==> src/rtl/race_controller.sv <==
`default_nettype none
// ============================================================================
// Module   : race_controller
// Purpose  : Race sequencer for the lap stopwatch. It synchronises the raw
//            finish-line sensor and detects crossings. Crossings are debounced
//            with a holdoff window. The module counts laps up to LAPS, records
//            the last and best lap times, and emits the stopwatch control
//            pulses. All outputs are registered.
// Ports    : clk, rst          - clock, synchronous active-high reset
//            go, abort         - race start request / race cancel
//            finish_line       - raw asynchronous line-overlap sensor
//            lap_time          - stopwatch counter value (CNT_W bits)
//            timer_start/stop  - 1-cycle stopwatch start / stop pulses
//            lap_finished      - 1-cycle pulse, stopwatch zeroes its counter
//            lap_num           - completed laps in the current race
//            last_lap/best_lap - most recent / minimum lap time (best=all-ones
//                                means no lap yet)
//            lap_valid         - 1-cycle pulse when last_lap/lap_num update
//            race_done         - high while the race is complete
//            total_time        - sum of lap times (only with RACE_TOTAL_EN)
// Options  : define RACE_TOTAL_EN to add the total_time accumulator output.
// Revision : 1.0 - initial release
// ============================================================================
module race_controller #(
   parameter int LAPS    = 3,
   parameter int CNT_W   = 16,
   parameter int HOLDOFF = 64
) (
   input  logic             clk,
   input  logic             rst,
   input  logic             go,
   input  logic             abort,
   input  logic             finish_line,
   input  logic [CNT_W-1:0] lap_time,
   output logic             timer_start,
   output logic             timer_stop,
   output logic             lap_finished,
   output logic [3:0]       lap_num,
   output logic [CNT_W-1:0] last_lap,
   output logic [CNT_W-1:0] best_lap,
   output logic             lap_valid,
   output logic             race_done
`ifdef RACE_TOTAL_EN
   ,
   output logic [CNT_W+3:0] total_time
`endif
);

   localparam int              HO_W     = $clog2(HOLDOFF + 1);
   localparam logic [HO_W-1:0] HO_LOAD  = HO_W'(HOLDOFF);
   localparam logic [3:0]      LAST_IDX = 4'(LAPS - 1);

   typedef enum logic [1:0] {
      ST_IDLE   = 2'd0,
      ST_RACING = 2'd1,
      ST_DONE   = 2'd2
   } state_t;

   state_t           state_q, state_d;
   logic [2:0]       sync_q, sync_d;
   logic [HO_W-1:0]  holdoff_q, holdoff_d;
   logic             timer_start_q, timer_start_d;
   logic             timer_stop_q, timer_stop_d;
   logic             lap_finished_q, lap_finished_d;
   logic [3:0]       lap_num_q, lap_num_d;
   logic [CNT_W-1:0] last_lap_q, last_lap_d;
   logic [CNT_W-1:0] best_lap_q, best_lap_d;
   logic             lap_valid_q, lap_valid_d;
   logic             race_done_q, race_done_d;
`ifdef RACE_TOTAL_EN
   logic [CNT_W+3:0] total_q, total_d;
`endif

   logic line_edge;
   logic edge_ok;

   // sync_q[0] is the metastability catcher; the edge is taken one stage later
   // so a raw pulse seen at a single clock edge still yields one edge.
   assign line_edge = sync_q[1] & ~sync_q[2];
   assign edge_ok   = (state_q == ST_RACING) && line_edge && (holdoff_q == '0);

   always_comb begin
      state_d        = state_q;
      sync_d         = {sync_q[1:0], finish_line};
      holdoff_d      = (holdoff_q != '0) ? holdoff_q - HO_W'(1) : '0;
      timer_start_d  = 1'b0;
      timer_stop_d   = 1'b0;
      lap_finished_d = 1'b0;
      lap_valid_d    = 1'b0;
      lap_num_d      = lap_num_q;
      last_lap_d     = last_lap_q;
      best_lap_d     = best_lap_q;
      race_done_d    = race_done_q;
`ifdef RACE_TOTAL_EN
      total_d        = total_q;
`endif

      // A lap already announced to the stopwatch always completes its capture;
      // lap_time still holds the finished lap in this cycle.
      if (lap_finished_q) begin
         last_lap_d  = lap_time;
         best_lap_d  = (lap_time < best_lap_q) ? lap_time : best_lap_q;
         lap_num_d   = lap_num_q + 4'd1;
         lap_valid_d = 1'b1;
`ifdef RACE_TOTAL_EN
         total_d     = total_q + {4'b0000, lap_time};
`endif
      end

      case (state_q)
         ST_RACING: begin
            if (abort) begin
               // Avoid a second stop pulse if the final lap just stopped the watch.
               timer_stop_d = ~timer_stop_q;
               lap_num_d    = 4'd0;
               state_d      = ST_IDLE;
            end else begin
               // lap_finished together with timer_stop marks the final lap.
               if (lap_finished_q && timer_stop_q) begin
                  state_d     = ST_DONE;
                  race_done_d = 1'b1;
               end
               if (edge_ok) begin
                  lap_finished_d = 1'b1;
                  holdoff_d      = HO_LOAD;
                  timer_stop_d   = (lap_num_q == LAST_IDX);
               end
            end
         end
         default: begin
            if (go && !abort) begin
               timer_start_d = 1'b1;
               lap_num_d     = 4'd0;
               last_lap_d    = '0;
               best_lap_d    = '1;
               holdoff_d     = HO_LOAD;
               race_done_d   = 1'b0;
               state_d       = ST_RACING;
`ifdef RACE_TOTAL_EN
               total_d       = '0;
`endif
            end
         end
      endcase
   end

   always_ff @(posedge clk) begin
      if (rst) begin
         state_q        <= ST_IDLE;
         sync_q         <= '0;
         holdoff_q      <= '0;
         timer_start_q  <= 1'b0;
         timer_stop_q   <= 1'b0;
         lap_finished_q <= 1'b0;
         lap_num_q      <= 4'd0;
         last_lap_q     <= '0;
         best_lap_q     <= '1;
         lap_valid_q    <= 1'b0;
         race_done_q    <= 1'b0;
`ifdef RACE_TOTAL_EN
         total_q        <= '0;
`endif
      end else begin
         state_q        <= state_d;
         sync_q         <= sync_d;
         holdoff_q      <= holdoff_d;
         timer_start_q  <= timer_start_d;
         timer_stop_q   <= timer_stop_d;
         lap_finished_q <= lap_finished_d;
         lap_num_q      <= lap_num_d;
         last_lap_q     <= last_lap_d;
         best_lap_q     <= best_lap_d;
         lap_valid_q    <= lap_valid_d;
         race_done_q    <= race_done_d;
`ifdef RACE_TOTAL_EN
         total_q        <= total_d;
`endif
      end
   end

   assign timer_start  = timer_start_q;
   assign timer_stop   = timer_stop_q;
   assign lap_finished = lap_finished_q;
   assign lap_num      = lap_num_q;
   assign last_lap     = last_lap_q;
   assign best_lap     = best_lap_q;
   assign lap_valid    = lap_valid_q;
   assign race_done    = race_done_q;
`ifdef RACE_TOTAL_EN
   assign total_time   = total_q;
`endif

endmodule
`default_nettype wire

==> config.mk <==
export PLATFORM = sky130hd
export DESIGN_NAME = race_controller
export DESIGN_NICKNAME = d
export VERILOG_FILES = /design/src/rtl/race_controller.sv
export SDC_FILE = /design/constraint.sdc
export NUM_CORES = 1
export LEC_CHECK = 0
export CORE_ASPECT_RATIO = 1.5
export CORE_MARGIN = 10
export CORE_UTILIZATION = 52
export DETAILED_ROUTE_END_ITERATION = 16
export PLACE_DENSITY = 0.88
export SLEW_MARGIN = 10
export SYNTH_ARGS = -nofsm -noshare
export SYNTH_HDL_FRONTEND = slang
export SYNTH_SLANG_ARGS = --single-unit
==> constraint.sdc <==
create_clock -name clk -period 3.35 [get_ports clk]
set_input_delay 0.67 -clock clk [delete_from_list [all_inputs] [get_ports clk]]
set_output_delay 0.67 -clock clk [all_outputs]
set_load 0.005 [all_outputs]
==> results.md, run 1 <==
Status:
- The flow ran to the end, and the final reports show no timing, DRC or antenna violations.

Synth:
- The number of nets handed over by synthesis was 282.
- Measured against the total synthesized area, the mux share comes to 0.0663.
- Synthesis inferred 53 register bits.
- The area share of and/or/nand/nor cells after synthesis is 0.126.
- The share of the Yosys chip area taken by registers is 0.439.
- The number of synthesis warnings is 0.
- The synthesized instance count is 243.
- The compound-gate portion of the synthesized area was 0.193.
- In the post-synthesis netlist, the biggest area contributors are sky130_fd_sc_hd__dfxtp_1 44%, sky130_fd_sc_hd__ha_1 9.3%, sky130_fd_sc_hd__a41oi_2 6.7%.
- Each instance of the synthesized netlist takes up on average 9.94 um^2.
- Counting distinct cell types in the post-synthesis netlist gives 40.
- Of the total synthesized cell area, the portion taken by XOR and XNOR cells is 0.0254.
- The combinational family with the most area after synthesis is compound AO/OA/AOI/OAI gates.
- The cell taking the most area after synthesis is sky130_fd_sc_hd__dfxtp_1.
- Of the post-synthesis cell area, the dominant cell type holds 0.439.
- Of the total synthesized cell area, the portion taken by full adders, half adders and majority gates is 0.0932.
- The mapped netlist covers 2420 um^2.

Clock network:
- The number of clock buffers added by TritonCTS is 5.
- The buffer depth of the longest clock path is 2.
- The clock root buffer is sky130_fd_sc_hd__clkbuf_8.
- Clock latency on the worst-skew pair, taken at its later pin, is 0.31 ns.
- Once the clock tree was built, the resizer swapped 0 gates to a different size.
- TritonCTS built the clock tree.
- The H-tree was split into 2 levels.
- The number of buffers inserted by hold repair at cts is 0.
- The clock drives 53 sinks.
- The clock transition time at the flip-flop clock pins of the worst setup and hold paths is 0.10 ns.
- The post-CTS repair timing setup buffer count is 0.

Placed design:
- The HPWL after detailed placement is 4.28 mm.
- The global placer's final weighted congestion is 0.787.
- The count of port buffers added during placement is 61.

Floorplanning:
- For this design the top-level I/O count stands at 62.
- The floorplan step set the die height to 103 um.
- The core region is 4500 um^2.
- The number of placement rows is 30.
- The die width is 75.7 um.
- The floorplan die area is 7830 um^2.
- The initial cell density of the core is 0.536.

Timing:
- Setup repair after global routing left no endpoint under its margin.
- The total negative slack is 0 ns.
- The period utilization is 0.862.
- Setup violations remaining at the end of the flow were counted as 0.
- The largest clock skew in the final design is 0.00774 ns.
- The max-slew violation count is 0.
- The peak clock frequency supported by timing is 0.346 GHz.
- The worst path in the final design needs a cycle of 2.89 ns, including I/O delays and setup.
- For the pin with the worst max-slew slack, the measured transition is 0.581 ns.
- The number of hold violations in the final report is 0.
- The worst slew margin relative to its limit is 0.612.

Final layout:
- The synthesis-to-finish area growth is 33.4%.
- In the final layout, the share of cells above drive strength 1 is 0.123.
- The most common cell after layout, fill and taps aside is sky130_fd_sc_hd__clkdlybuf4s50_1.
- The layout has 343 filler cells.
- In the layout the commonest cells are 61 x sky130_fd_sc_hd__clkdlybuf4s50_1, 53 x sky130_fd_sc_hd__dfxtp_1, 35 x sky130_fd_sc_hd__nor2_1, 21 x sky130_fd_sc_hd__inv_1, 18 x sky130_fd_sc_hd__ha_1.
- The final net count is 346.
- The repair_antennas step left the layout with diodes totalling 0.

Global route:
- The number of antenna violations at the first check in global routing is 0.
- The pin count of the biggest net entering global routing is 33.
- The aggregate global routing overflow is 0.
- The global routing usage summed across all routing layers is 0.156.
- The via count of the first global-routing pass came to 2,064.
- The first global-routing pass estimated 9.63 mm of wire.

Worst setup path:
- The cell depth of the worst flop-to-flop path is 8.
- Data arrives at the worst endpoint at 3.08 ns.
- STA classifies the critical path startpoint as an input pin.
- The kind of critical path is input pin to flop.
- The start point of the critical path is lap_time[15].
- The data required time at the worst endpoint is 3.54 ns.
- The worst setup path is captured at a flop.
- The startpoint identified for the worst register-to-register timing path is best_lap[15].
- Of all nets on the critical path, the largest fanout is 8.

Route:
- The number of detailed-route iterations in the first pass is 4.
- The count of nets left with antenna violations once routing finished came out at 0.
- The number of design rule violations left after detail routing is 0.
- The number of design-rule violations left by the first detailed-router iteration is 123.
- The final wirelength is 5.84 mm.
- In the routed layout, each cell is associated on average with a via count of 5.65.
- In the final routed layout, each cell accounts on average for 16.4 um.
- The final route contains 2,013 vias.

Power and ir drop:
- VDD sags by at most 0.000326 V.
- The cell leakage power is 1.33 nW.
- For this design the ratio of total power to cell area is 437 nW/um^2.
- The overall power consumption is 1.41 mW.

Hold path:
- Counting instances, the worst hold path has a depth of 1.
- The worst hold path belongs to the class flop to flop.
- The startpoint identified for the worst hold timing path is sync_q[0].

Run:
- The count of maximum capacitance violations is 0.
[metrics by stage]
step           hold slack [ns]  std cells  instance area (um^2)   util  worst slack, ns
4_1_cts                  0.463        356                  3220  0.716            0.453
6_report                 0.460        356                  3220  0.716            0.461
3_5_place_dp             0.430        348                  3110  0.690            0.132
5_1_grt                  0.488        356                  3220  0.716            0.258
2_1_floorplan            0.409        243                  2420      -            0.912
3_3_place_gp             0.424        348                  3110  0.690            0.237
[critical path, stage by stage]
cell and delay [ns]:
sky130_fd_sc_hd__clkdlybuf4s50_1 0.47, sky130_fd_sc_hd__ha_1 0.40, sky130_fd_sc_hd__nand4_1 0.15, sky130_fd_sc_hd__nor3_1 0.30
sky130_fd_sc_hd__or4b_1 0.55, sky130_fd_sc_hd__buf_4 0.21, sky130_fd_sc_hd__a41oi_1 0.21, sky130_fd_sc_hd__o21ai_0 0.11
[Yosys cell counts, drive strengths merged]
cell type	number
nor2b	4
or3	2
xor2	4
buf	6
nor4	1
a21o	2
xnor2	3
nand4b	1
a31oi	1
mux2i	16
o21a	2
clkbuf	6
and3	2
a2bb2oi	1
ha	18
or4b	1
nor2	35
a41oi	17
a21oi	6
inv	21
or3b	1
nand3b	1
nand2b	3
o22a	1
o21ai	18
a2111oi	2
nor3	2
nand2	8
dfxtp	53
a211oi	1
o22ai	1
nand4	3
[final cells by class]
cell class              count  area [um^2]  share of cell area
clock inverters             3         47.5              0.0148
multi-input cells         157         1240               0.384
repair buffers             69          671               0.208
clock buffers               5         68.8              0.0214
well taps                  48         60.1              0.0186
flip-flops and latches     53         1060               0.329
inverters                  21         78.8              0.0245
[worst paths after layout]
kind | to | slack [ns]
hold reg to reg | sync_q[1] | 0.46
setup reg to reg | best_lap[2] | 0.91
setup / recovery | best_lap[2] | 0.46
hold / removal | sync_q[1] | 0.46
[power breakdown]
part           switching [mW]  internal [mW]
combinational           0.129          0.130
clock                   0.218          0.228
sequential             0.0309          0.672
total                   0.378           1.03
[state kept, by name, indices dropped and copies added (netlist names)]
name / cells
timer_start: 1
lap_valid: 1
lap_num: 4
timer_stop: 1
holdoff_q: 7
state_q: 2
lap_finished: 1
last_lap: 16
best_lap: 16
sync_q: 3
race_done: 1
[kinds of logic after synthesis]
| group | Yosys count |
|---|---|
| flops | 53 |
| mux | 16 |
| xor+xnor | 7 |
| compound gates | 52 |
| simple gates | 64 |
| buf+inv | 33 |
| fa+ha+maj | 18 |
[per-layer routing]
| metal | track usage | wire length, um |
|---|---|---|
| met5 | 0 | 0 |
| met4 | 0.0531 | 73 |
| met3 | 0.0602 | 415 |
| met2 | 0.271 | 3070 |
| met1 | 0.166 | 2280 |
Note: power is estimated with default switching activity, not from simulation.
==> run 2, diff against run 1 <==
--- a/config.mk
+++ b/config.mk
@@ -10,6 +10,7 @@
 export CORE_UTILIZATION = 52
 export DETAILED_ROUTE_END_ITERATION = 16
 export PLACE_DENSITY = 0.88
+export RECOVER_POWER = 25
 export SLEW_MARGIN = 10
 export SYNTH_ARGS = -nofsm -noshare
 export SYNTH_HDL_FRONTEND = slang
==> run 2 against run 1 <==
  * Worst setup slack got worse by 0.0010 ns
  * Critical path type unchanged
  * Worst hold slack about the same
  * Design area decreased by 0.12%
  * Combinational power about the same
  * Sequential power about the same
  * Critical endpoint unchanged
  * Clock skew about the same
  * Non-clock buffer count unchanged
  * Largest cell class unchanged
  * Core utilization decreased by 0.083 points
  * Clock power about the same
  * Final cell count unchanged
==> results.md, run 2 (synthesis gave the netlist of run 1 again) <==
Status:
- The run finished with clean final reports.

Timing:
- Dividing the final minimum period by the clock period gives 0.863.
- The total negative slack is 0 ns.
- Setup violations remaining at the end of the flow were counted as 0.
- The slew at the pin closest to its max-slew limit is 0.999 ns.
- Setup repair after global routing left no endpoint under its margin.
- The max-slew violation count was 0.
- The number of hold violations in the final report is 0.
- The clock arrives with 0.00812 ns of skew.
- The peak clock frequency supported by timing is 0.346 GHz.
- The shortest period the worst path allows is 2.89 ns.
- Headroom to the max-slew limit came out at 0.334.

Route:
- The number of design-rule violations left by the first detailed-router iteration is 123.
- The number of design rule violations left after detail routing is 0.
- The number of detailed-route iterations in the first pass is 4.
- The detailed-route vias per instance is 5.65.
- After detailed routing, the average wire length per cell comes to 16.3 um.
- The final wirelength is 5.81 mm.
- Once detail routing completed, the nets flagged for antenna violations numbered 0.
- Detailed routing inserted a total of 2,013 vias.

Global route:
- The pin count of the biggest net entering global routing is 33.
- The global routing usage summed across all routing layers is 0.156.
- The number of antenna violations at the first check in global routing was 0.
- The wire length of the first global-routing pass is 9.63 mm.
- For this run the aggregate overflow at the end of global routing stands at 0.
- The via count of the first global-routing pass is 2,064.

Run:
- The count of maximum capacitance violations is 0.

Floorplanning:
- The die is 103 um tall.
- The number of placement rows is 30.
- The die width is 75.7 um.
- 62 I/O pins were placed.
- The floorplan step defined a die boundary enclosing 7830 um^2.
- The total area inside the core boundary comes to 4500 um^2.
- The initial cell density of the core is 0.536.

Clock network:
- After clock tree synthesis, the clock-pin slew on the worst setup and hold paths is 0.10 ns.
- The buffer depth of the longest clock path is 2.
- The CTS H-tree depth is 2.
- The number of buffers inserted by hold repair at cts is 0.
- After clock tree synthesis, the setup repair step added 0 buffers.
- The clock latency at the later pin of the worst-skew pair is 0.31 ns.
- The clock buffer count from CTS is 5.
- The number of resized instances in the post-cts repair step is 0.
- The clock root buffer is sky130_fd_sc_hd__clkbuf_8.
- The tree built by TritonCTS fans out to 53 sinks.
- The CTS tree is yes.

Worst setup path:
- Among all stages on the critical path, the largest delay is contributed by sky130_fd_sc_hd__or4b_1.
- The worst reg2reg path endpoint is best_lap[2].
- The setup slack of the worst register-to-register path is 0.91 ns.
- The critical path endpoint category is a flop.
- The data required time at the worst endpoint is 3.54 ns.
- STA classifies the critical path startpoint as an input pin.
- On the worst path, the slowest cell contributes a delay of 0.55 ns.
- The data arrival time of the critical path is 3.08 ns.
- The cell depth of the worst flop-to-flop path is 8.
- In this run the critical register-to-register path is launched from best_lap[15].
- Walking the worst path, the cells encountered are clkdlybuf4s50_1 -> ha_1 -> nand4_1 -> nor3_1 -> or4b_1 -> buf_4 -> a41oi_1 -> o21ai_0.
- The worst setup path is of the input pin to flop kind.
- The maximum net fanout on the critical path is 8.

Power and ir drop:
- Of the total power, the clock network draws 0.317.
- The internal power is 1.03 mW.
- The net switching power of the design is 0.377 mW.
- Of the total power, the share spent switching nets is 0.268.
- In this run the static leakage power is 1.35 nW.
- The share of total power dissipated in sequential elements is 0.500.
- The part of the power in combinational logic is 0.183.
- The power density over cell area is 437 nW/um^2.
- IR analysis of the VDD net gives a maximum drop of 0.000326 V.

Hold path:
- Along the worst hold path, the cell count comes to 1.
- The hold path startpoint is sync_q[0].
- The path with the worst hold slack has its endpoint at sync_q[1].
- The class of the tightest hold or removal check is flop to flop.

Placed design:
- The count of port buffers added during placement is 61.
- Detailed placement finished with a half-perimeter wire length of 4.28 mm.
- The global placer's final weighted congestion is 0.787.

Final layout:
- The library cell used most frequently in the layout, excluding fill and tap cells, is sky130_fd_sc_hd__dfxtp_1.
- The layout has 345 filler cells.
- Compared with the post-synthesis result, the final layout area differs by 33.2%.
- The final net count is 346.
- Measured on the finished design, the core utilization comes to 0.715.
- The share of layout cells above drive strength 1 is 0.120.
- The antenna diode count is 0.
- The top cell types in the final layout, fill and taps aside, are 53 x sky130_fd_sc_hd__dfxtp_1, 49 x sky130_fd_sc_hd__clkdlybuf4s50_1, 35 x sky130_fd_sc_hd__nor2_1, 21 x sky130_fd_sc_hd__inv_1, 18 x sky130_fd_sc_hd__ha_1.
[run 2: final cells by class]
type | instances | area [um^2] | area share
Tap cell | 48 | 60.1 | 0.0187
Inverter | 21 | 78.8 | 0.0245
Multi-Input combinational cell | 157 | 1240 | 0.384
Clock buffer | 5 | 68.8 | 0.0214
Clock inverter | 3 | 47.5 | 0.0148
Sequential cell | 53 | 1060 | 0.330
Timing Repair Buffer | 69 | 667 | 0.207
[run 2: how the worst max path moves through the flow]
stage                       startpoint            to  slack [ns]  depth (start not counted)
after CTS                 lap_time[15]   best_lap[2]        0.45                          8
after floorplan           lap_time[15]  best_lap[10]        0.91                          8
after detailed placement  lap_time[15]   best_lap[4]        0.13                          8
after global routing      lap_time[15]   best_lap[2]        0.26                          8
final                     lap_time[15]   best_lap[2]        0.46                          8
after global placement    lap_time[15]   best_lap[1]        0.24                          8
[run 2: routing by layer]
metal	global-route usage	part of all wire	vias to the layer above
met2	0.271	0.52	58
met3	0.0602	0.079	10
met4	0.0531	0.016	0
met5	0	0	-
met1	0.166	0.38	968
li1	-	-	977
[run 2: stage by stage]
stage	area, um^2	hold WS [ns]	setup slack, ns	cells	power, mW
after floorplan	2420	0.409	0.912	243	0.896
after global placement	3110	0.424	0.237	348	0.959
after detailed placement	3110	0.430	0.132	348	0.970
after CTS	3220	0.463	0.453	356	1.42
after global routing	3220	0.488	0.258	356	1.48
final	3220	0.460	0.460	356	1.41
[run 2: worst max-delay path, delay by kind of cell]
kind | cells | cell delay (ns)
and+or+nand+nor | 3 | 1.01
buffers and inverters | 2 | 0.68
adders and majority gates | 1 | 0.40
AOI/OAI and AO/OA | 2 | 0.32
[run 2: power by group through the flow]
stage	clock (mW)	sequential, mW	combinational (mW)
after global placement	0	0.715	0.244
after CTS	0.457	0.703	0.261
after global routing	0.484	0.709	0.290
after floorplan	0	0.709	0.187
after detailed placement	0	0.716	0.254
final	0.446	0.702	0.257
